<file path="src/rtl/ex_stage_if.sv">
// EX stage port bundle: ID->EX bus and allowin upstream, EX->MEM bus downstream.
interface ex_stage_if;
  logic [173:0] ID_to_EX_bus;
  logic         EX_allowin;
  logic [137:0] EX_to_MEM_bus;

  modport master (
    output ID_to_EX_bus,
    input  EX_allowin,
    input  EX_to_MEM_bus
  );

  modport slave (
    input  ID_to_EX_bus,
    output EX_allowin,
    output EX_to_MEM_bus
  );
endinterface

</file>
<file path="src/rtl/ex_stage.sv">
// Execute stage: single-cycle ALU plus optional 32-iteration restoring divider.
// Divider (ops 13-15) is built only when EX_DIV_EN is defined.
module ex_stage (
  input  logic clk,
  input  logic rst,
  ex_stage_if.slave bus_if
);

  typedef struct packed {
    logic        valid;
    logic [31:0] pc;
    logic [31:0] ir;
    logic [3:0]  alu_op;
    logic [31:0] src1;
    logic [31:0] src2;
    logic        ld_w;
    logic        mem_we;
    logic        res_mem;
    logic        gr_we;
    logic [31:0] rkd;
    logic [4:0]  waddr;
  } id_ex_t;

  typedef struct packed {
    logic        valid;
    logic [31:0] pc;
    logic [31:0] ir;
    logic        ld_w;
    logic        mem_we;
    logic        res_mem;
    logic        gr_we;
    logic [31:0] rkd;
    logic [4:0]  waddr;
    logic [31:0] result;
  } ex_mem_t;

  id_ex_t      id;
  ex_mem_t     out_d;
  logic [31:0] alu_res;
  logic [31:0] res;
  logic        allowin;
  logic        ld_v;

  assign id = bus_if.ID_to_EX_bus;

  always_comb begin
    alu_res = '0;
    case (id.alu_op)
      4'd0:  alu_res = id.src1 + id.src2;
      4'd1:  alu_res = id.src1 - id.src2;
      4'd2:  alu_res = {31'b0, $signed(id.src1) < $signed(id.src2)};
      4'd3:  alu_res = {31'b0, id.src1 < id.src2};
      4'd4:  alu_res = id.src1 & id.src2;
      4'd5:  alu_res = id.src1 | id.src2;
      4'd6:  alu_res = id.src1 ^ id.src2;
      4'd7:  alu_res = ~(id.src1 | id.src2);
      4'd8:  alu_res = id.src1 << id.src2[4:0];
      4'd9:  alu_res = id.src1 >> id.src2[4:0];
      4'd10: alu_res = $signed(id.src1) >>> id.src2[4:0];
      4'd11: alu_res = id.src2;
      4'd12: alu_res = id.src1 * id.src2;
      default: alu_res = '0;
    endcase
  end

`ifdef EX_DIV_EN
  typedef enum logic [1:0] {IDLE, BUSY, DONE} st_e;

  st_e         st_q, st_d;
  logic [4:0]  cnt_q, cnt_d;
  logic [31:0] rem_q, rem_d;
  logic [31:0] quo_q, quo_d;
  logic [31:0] dvs_q, dvs_d;
  logic        s1_q, s1_d;
  logic        s2_q, s2_d;
  logic        is_div;
  logic        sgn;
  logic [32:0] trial;
  logic [31:0] q_fix;
  logic [31:0] r_fix;
  logic [31:0] div_res;

  assign is_div = id.valid && (id.alu_op >= 4'd13);
  assign sgn    = id.alu_op != 4'd15;
  // quo_q doubles as the dividend shift register
  assign trial  = {rem_q, quo_q[31]} - {1'b0, dvs_q};

  always_comb begin
    q_fix = (sgn && (s1_q ^ s2_q)) ? -quo_q : quo_q;
    r_fix = (sgn && s1_q) ? -rem_q : rem_q;
    if (dvs_q == '0) begin
      q_fix = '1;
      r_fix = id.src1;
    end
    div_res = (id.alu_op == 4'd14) ? r_fix : q_fix;
  end

  always_comb begin
    st_d    = st_q;
    cnt_d   = cnt_q;
    rem_d   = rem_q;
    quo_d   = quo_q;
    dvs_d   = dvs_q;
    s1_d    = s1_q;
    s2_d    = s2_q;
    allowin = 1'b1;
    res     = alu_res;
    case (st_q)
      IDLE: begin
        if (is_div) begin
          allowin = 1'b0;
          st_d    = BUSY;
          cnt_d   = '0;
          s1_d    = sgn & id.src1[31];
          s2_d    = sgn & id.src2[31];
          quo_d   = s1_d ? -id.src1 : id.src1;
          dvs_d   = s2_d ? -id.src2 : id.src2;
          rem_d   = '0;
        end
      end
      BUSY: begin
        allowin = 1'b0;
        cnt_d   = cnt_q + 5'd1;
        if (!trial[32]) begin
          rem_d = trial[31:0];
          quo_d = {quo_q[30:0], 1'b1};
        end else begin
          rem_d = {rem_q[30:0], quo_q[31]};
          quo_d = {quo_q[30:0], 1'b0};
        end
        if (cnt_q == 5'd31) st_d = DONE;
      end
      DONE: begin
        res  = div_res;
        st_d = IDLE;
      end
      default: st_d = IDLE;
    endcase
  end

  always_ff @(posedge clk) begin
    if (rst) begin
      st_q  <= IDLE;
      cnt_q <= '0;
      rem_q <= '0;
      quo_q <= '0;
      dvs_q <= '0;
      s1_q  <= 1'b0;
      s2_q  <= 1'b0;
    end else begin
      st_q  <= st_d;
      cnt_q <= cnt_d;
      rem_q <= rem_d;
      quo_q <= quo_d;
      dvs_q <= dvs_d;
      s1_q  <= s1_d;
      s2_q  <= s2_d;
    end
  end
`else
  assign allowin = 1'b1;
  assign res     = alu_res;
`endif

  assign bus_if.EX_allowin = allowin;
  assign ld_v = id.valid & allowin & ~rst;

  always_comb begin
    out_d = '0;
    if (ld_v) begin
      out_d.valid   = 1'b1;
      out_d.pc      = id.pc;
      out_d.ir      = id.ir;
      out_d.ld_w    = id.ld_w;
      out_d.mem_we  = id.mem_we;
      out_d.res_mem = id.res_mem;
      out_d.gr_we   = id.gr_we;
      out_d.rkd     = id.rkd;
      out_d.waddr   = id.waddr;
      out_d.result  = res;
    end
  end

  always_ff @(posedge clk) begin
    if (rst) bus_if.EX_to_MEM_bus <= '0;
    else     bus_if.EX_to_MEM_bus <= out_d;
  end

endmodule

</file>
<file path="src/flat_wrapper.sv">
// flat-port wrapper written by rule: the top's interface ports become plain ports
module ex_stage_flat 
  (clk, rst, bus_if_ID_to_EX_bus, bus_if_EX_allowin, bus_if_EX_to_MEM_bus);
  ex_stage_if bus_if_i ();
  input  logic clk;
  input  logic rst;
  input wire logic [$bits(bus_if_i.ID_to_EX_bus)-1:0] bus_if_ID_to_EX_bus;
  output wire logic [$bits(bus_if_i.EX_allowin)-1:0] bus_if_EX_allowin;
  output wire logic [$bits(bus_if_i.EX_to_MEM_bus)-1:0] bus_if_EX_to_MEM_bus;
  assign bus_if_i.ID_to_EX_bus = bus_if_ID_to_EX_bus;
  assign bus_if_EX_allowin = bus_if_i.EX_allowin;
  assign bus_if_EX_to_MEM_bus = bus_if_i.EX_to_MEM_bus;
  ex_stage u_core (.clk(clk), .rst(rst), .bus_if(bus_if_i));
endmodule
</file>
<file path="config.mk">
export PLATFORM = sky130hd
export DESIGN_NAME = ex_stage_flat
export DESIGN_NICKNAME = d
export VERILOG_FILES = /design/src/rtl/ex_stage_if.sv /design/src/rtl/ex_stage.sv /design/src/flat_wrapper.sv
export SDC_FILE = /design/constraint.sdc
export NUM_CORES = 2
export LEC_CHECK = 0
export ABC_AREA = 1
export ABC_CLOCK_PERIOD_IN_PS = 22300
export BUFFER_PORTS_ARGS = -buffer_cell sky130_fd_sc_hd__buf_2
export CORE_MARGIN = 2
export CORE_UTILIZATION = 45
export DETAILED_ROUTE_END_ITERATION = 10
export PLACE_DENSITY = 0.73
export SLEW_MARGIN = 5
export SYNTH_ARGS = -nofsm -noshare
export SYNTH_HDL_FRONTEND = slang
export SYNTH_SLANG_ARGS = --single-unit
</file>
<file path="constraint.sdc">
create_clock -name clk -period 22.3 [get_ports clk]
set_clock_uncertainty 0.2 [all_clocks]
set_input_delay 2.23 -clock clk [delete_from_list [all_inputs] [get_ports clk]]
set_output_delay 2.23 -clock clk [all_outputs]
set_load 0.02 [all_outputs]
</file>
# Word-level counts from Yosys, hierarchy flattened

Index checks and enable logic that the tools add are counted.

Flip-flop bits (word level): 138
Input port bits: 176
Output and inout port bits: 139
Word-level logic and storage cells: 33

Add/sub/neg operators: 2
Multipliers: 1
Order comparisons: 2
Equal/unequal tests: 12
Shifts and indexed selects: 3
Mux-type cells: 2
Bitwise operators: 7
Reductions and logical operators: 2

Operators by type and width:

| cell                                           | count |
|---|---|
| one-hot mux 32 bit (13 select lines)           | 1 |
| 2-to-1 mux 138 bit                             | 1 |
| less-than comparator 32 bit                    | 2 |
| adder 32 bit                                   | 1 |
| bitwise AND 32 bit                             | 1 |
| multiplier 32 x 32 -> 32 bit                   | 1 |
| inverter 32 bit                                | 1 |
| OR 32 bit                                      | 1 |
| << shifter 32 x 5 -> 32 bit                    | 1 |
| >> shifter 32 x 5 -> 32 bit                    | 1 |
| >>> shifter 32 x 5 -> 32 bit                   | 1 |
| subtractor 32 bit                              | 1 |
| bitwise XOR 32 bit                             | 1 |
| == test 4 bit (second input constant)          | 5 |
| == test 4 x 3 -> 1 bit (second input constant) | 4 |
| == test 4 x 2 -> 1 bit (second input constant) | 2 |
| == test 4 x 1 -> 1 bit (second input constant) | 1 |
| zero test 4 bit                                | 1 |
| inverter 1 bit                                 | 2 |
| OR reduction 2 bit                             | 1 |
| bitwise AND 1 bit                              | 1 |

# Longest topological paths before layout

Depth after elaboration: 4
Gate-level depth with buffers: 37
Mapped depth without buffers: 34

# Least setup slack after synthesis

No wires, ideal clock.

Kind: input to register
Start point: in bus_if_ID_to_EX_bus[43]
End point: reg u_core.bus_if.EX_to_MEM_bus[28]
Library setup time: 128 ps
Arrival: 8841 ps
Required time: 21972 ps
Slack: 13131 ps
Cell stages on the path: 32
Buffers on the path: 5
Cells stage by stage: buf_2 buf_2 buf_2 buf_1 buf_1 nand2_1 inv_1 fa_1 inv_1 fa_1 fa_1 fa_1 inv_1 fa_1 inv_1 fa_1 inv_1 fa_1 fa_1 ha_1 nand2_1 nor2_1 and3_1 nand4_1 nand3_1 a21o_1 a21boi_0 nand2_1 nand2_1 nor2_1 nor2_1 nor2_1

Longest elaborated chain between the ends: 2
Elaborated cells on any way between the ends: 7
Those cells by class: add/sub: 2; mul: 1; shift: 3; mux: 1

RTL lines:

| what                                                       | line              | source |
|---|---|---|
| start, declared                                            | flat_wrapper.sv:7 | `input wire logic [$bits(bus_if_i.ID_to_EX_bus)-1:0] bus_if_ID_to_EX_bus;` |
| multiplier 32 x 32 -> 32 bit, or another cell as far along | ex_stage.sv:61    | `4'd12: alu_res = id.src1 * id.src2;` |
| one-hot mux 32 bit (13 select lines) *                     | ex_stage.sv:48    | `case (id.alu_op)` |
| end signal, assigned                                       | ex_stage.sv:186   | `else bus_if.EX_to_MEM_bus <= out_d;` |
| end, declared                                              | ex_stage_if.sv:16 | `output EX_to_MEM_bus` |

Every way passes the cells marked *; elsewhere a longest branch is shown, timed or not.
A chain may end at the register's enable or synchronous reset.

# Worst setup path after layout

Start point: in bus_if_ID_to_EX_bus[50]
End point: reg u_core.bus_if.EX_to_MEM_bus[24]

Longest elaborated chain between the ends: 2
Elaborated cells on any way between the ends: 4
Those cells by class: add/sub: 2; mul: 1; mux: 1

RTL lines:

| what                                                       | line |
|---|---|
| multiplier 32 x 32 -> 32 bit, or another cell as far along | ex_stage.sv:61 |
| one-hot mux 32 bit (13 select lines) *                     | ex_stage.sv:48 |

Marked as above.

==> summary.txt <==
Floorplan
  • Die height: 262 um
  • Std cell rows: 94
  • Initial Util: a little under half
  • Ports: 315
  • Die area: between 0.06 and 0.07 mm2
  • Core Area: 0.0657 mm2
  • Die W: between 200 and 300 um

Final layout
  • Area Growth Syn to Fin: 8.46%
  • Largest regs: u_core.bus_if.EX_to_MEM_bus x138
  • Largest register FFs: 138
  • Nets: approximately 5.4k
  • Non-filler cells, final: ~5.5k
  • Register Area: about 0.0028 mm2
  • Antenna diodes: 0
  • Final design utilization: roughly half
  • Reg with most FFs: u_core.bus_if.EX_to_MEM_bus
  • Multi-input logic area: between 0.02 and 0.025 mm2
  • Layout cells sized above 1: under 10%
  • Fillers: about 6.7k

Yosys
  • Syn. warnings: 0
  • Count leader, synth: nand2_1
  • Netlist cell types: 68
  • Mean Syn Cell Area: around 6.7 um2
  • Synth top area cells: fa_1 27%, nand2_1 14%, inv_1 14%
  • Yosys top cell by area: fa_1
  • EDFF count, synth: 0
  • Post-Synthesis Cells: 4,481
  • Share of the yosys chip area belonging to registers: under 10%
  • FFs w/ async S/R, synth: 0%
  • Share of the synthesized area in the top cell type: between 20% and 30%
  • Dominant synthesized flop cell: dfxtp_1
  • Mapped Nets: ~5.3k
  • Synth Register Bits: 138
  • Synth top cells by count: 1,111 x nand2_1, 1,097 x inv_1, 410 x fa_1
  • Synthesized cell area: 0.0299 mm2

Place
  • Port buffer count: around 310
  • Post-Place Cells: roughly 5.5k
  • Post-DP HPWL: about 100 mm
  • Gpl congestion: between 1 and 1.5

Critical path
  • Crit path largest cell delay: ~800 ps
  • WP data required: between 20,000 and 25,000 ps
  • Critical path fanouts, max: 24
  • Arrival time at the worst endpoint: just under 10,000 ps
  • Crit start category: primary input
  • CP startpoint: bus_if_ID_to_EX_bus[50]
  • Worst path slowest cell: o21ai_0
  • Worst-path cell chain: buf_2 -> ha_1 -> inv_1 -> fa_1 -> inv_1 -> fa_1 -> fa_1 -> inv_1 -> fa_1 -> inv_1 -> fa_1 -> fa_1 -> fa_1 -> fa_1 -> ha_1 -> a21oi_1 -> o21ai_0 -> a31oi_1 -> nand3_1 -> a21o_1 -> o21ai_0 -> nand3_1 -> nor2_1 -> nor2_1
  • Worst setup path category: primary input to flop
  • CP endpoint kind: flop
  • Cell mode on critical path: fa_1

Clock network
  • CTS tree: yes
  • Clock buffer count from CTS: 17
  • Clk slew on worst S/H paths: ~80 ps
  • Root Driver: clkbuf_16
  • Clock Sinks: ~140
  • CTS H-tree lvls: 4
  • CTS max path bufs: 2
  • # Post-CTS Setup Buffers: 0
  • CTS Hold Bufs: 0
  • Post-CTS sizing: 0

Timing
  • Tmin final: slightly below 10,000 ps
  • Final setup vio count: 0
  • Period Utilization, post-route: around 44%
  • Fin Hold WS: approximately 1800 ps
  • Final Slew Violations: 0
  • Slew HR: between 20% and 30%
  • Final hold viol count: 0
  • Max Clk Rate: just over 0.1 GHz
  • Setup TNS: 0 ps
  • RSZ-0062 raised after global routing: false
  • Slew @ Worst Pin: approximately 1200 ps

Drt
  • Drt drc: 0
  • DR iter-0 viols: between 3k and 4k
  • Router iterations before antenna repair: 8
  • Vias per cell: 5.48
  • Wirelength per Cell: 22.5 um
  • WL met1: around 51 mm
  • Via count: about 30k
  • Met2 WL: roughly 53 mm
  • Routed WL: 124 mm
  • Top layer in use: met5
  • Number of antenna-violating nets in the routed design: 0
  • Metal3 WL: roughly 14 mm

Global routing
  • First-pass GRT wire length: 183 mm
  • Vias in the first global route: slightly below 30k
  • Largest net degree at the start of global routing: between 100 and 150
  • Global Route Usage Sum: a little over a third
  • Overflow left after global routing: 0
  • Initial antenna violation count: 6

Job
  • Maxcap violations: 0

Min path
  • Hold WC Path Type: primary input to flop
  • Hold path startpoint: bus_if_ID_to_EX_bus[126]

Status
  • Status: finished clean
## final timing paths
| kind | end | cells past startpoint | slack, ps |
|---|---|---|---|
| setup / recovery | u_core.bus_if.EX_to_MEM_bus[24]$_SDFF_PP0_ | 24 | 12480 |
| hold / removal | u_core.bus_if.EX_to_MEM_bus[90]$_SDFF_PP0_ | 3 | 1780 |
## cell usage in the layout, fill, tap and decap left out, types with 7 or more instances in the layout
cell type | netlist | routed
o21bai_1 | 12 | 12
o22ai_1 | 42 | 42
o21a_1 | 10 | 10
clkbuf_16 | 0 | 17
nand2_2 | 9 | 10
o21ai_0 | 192 | 192
nand4_1 | 32 | 32
a21oi_1 | 201 | 201
xor2_1 | 17 | 17
o2111ai_1 | 8 | 8
fa_1 | 410 | 410
dfxtp_1 | 138 | 138
or2_2 | 7 | 7
mux2i_1 | 13 | 13
o21ai_1 | 70 | 70
a21oi_2 | 9 | 9
o211ai_1 | 26 | 26
a2111oi_0 | 10 | 8
nor2_1 | 313 | 313
ha_1 | 220 | 220
nand3b_1 | 8 | 8
buf_4 | 10 | 39
o21ai_2 | 7 | 7
xnor2_1 | 10 | 10
a31oi_1 | 12 | 12
nand3_1 | 160 | 160
nor3_1 | 27 | 27
buf_2 | 76 | 312
a221oi_1 | 10 | 10
inv_1 | 1097 | 1097
nand2_1 | 1111 | 1110
inv_2 | 12 | 12
a21o_1 | 9 | 9
a211oi_1 | 13 | 13
## critical path: cells and delay by family
kind	cells	cell delay [ps]
adder cells (fa/ha/maj)	10	4380
AO/OA/AOI/OAI	5	1630
AND/OR/NAND/NOR	4	830
buffers and inverters	5	820
## cells by family (layout without fill, tap and decap cells)
family,after synthesis,count (layout),share of synthesized area [%]
compound gates,652,652,12.6
other cells,1,1,0.0125
xor+xnor,27,27,0.791
buf+inv,1331,1497,17.5
simple gates,1689,1689,22.8
mux,13,13,0.435
fa+ha+maj,630,630,36.7
flops,138,138,9.24
## area by class of cell
| cell class | instances | share of cell area [%] |
|---|---|---|
| Sequential cell | 138 | 8.52 |
| Clock inverter | 15 | 0.610 |
| Tap cell | 864 | 3.33 |
| Clock buffer | 17 | 1.31 |
| Multi-Input combinational cell | 3012 | 67.6 |
| Timing Repair Buffer | 351 | 5.72 |
| Inverter | 1114 | 12.9 |
## through the flow
stage,instance area (um2),setup WS (ps)
2_1_floorplan,29900,13130
5_1_grt,32400,12310
4_1_cts,32400,12660
6_report,32400,12480
3_5_place_dp,31800,12210
3_3_place_gp,31800,12200
## per-layer routing
metal	up-vias	GRT usage, %
li1	13800	-
met1	14400	51.8
met2	1748	54.1
met3	256	6.23
met4	2	14.0
met5	-	0
Power is not shown: default switching activity piles up to over one toggle a cycle in this logic, so the estimate is an artifact.
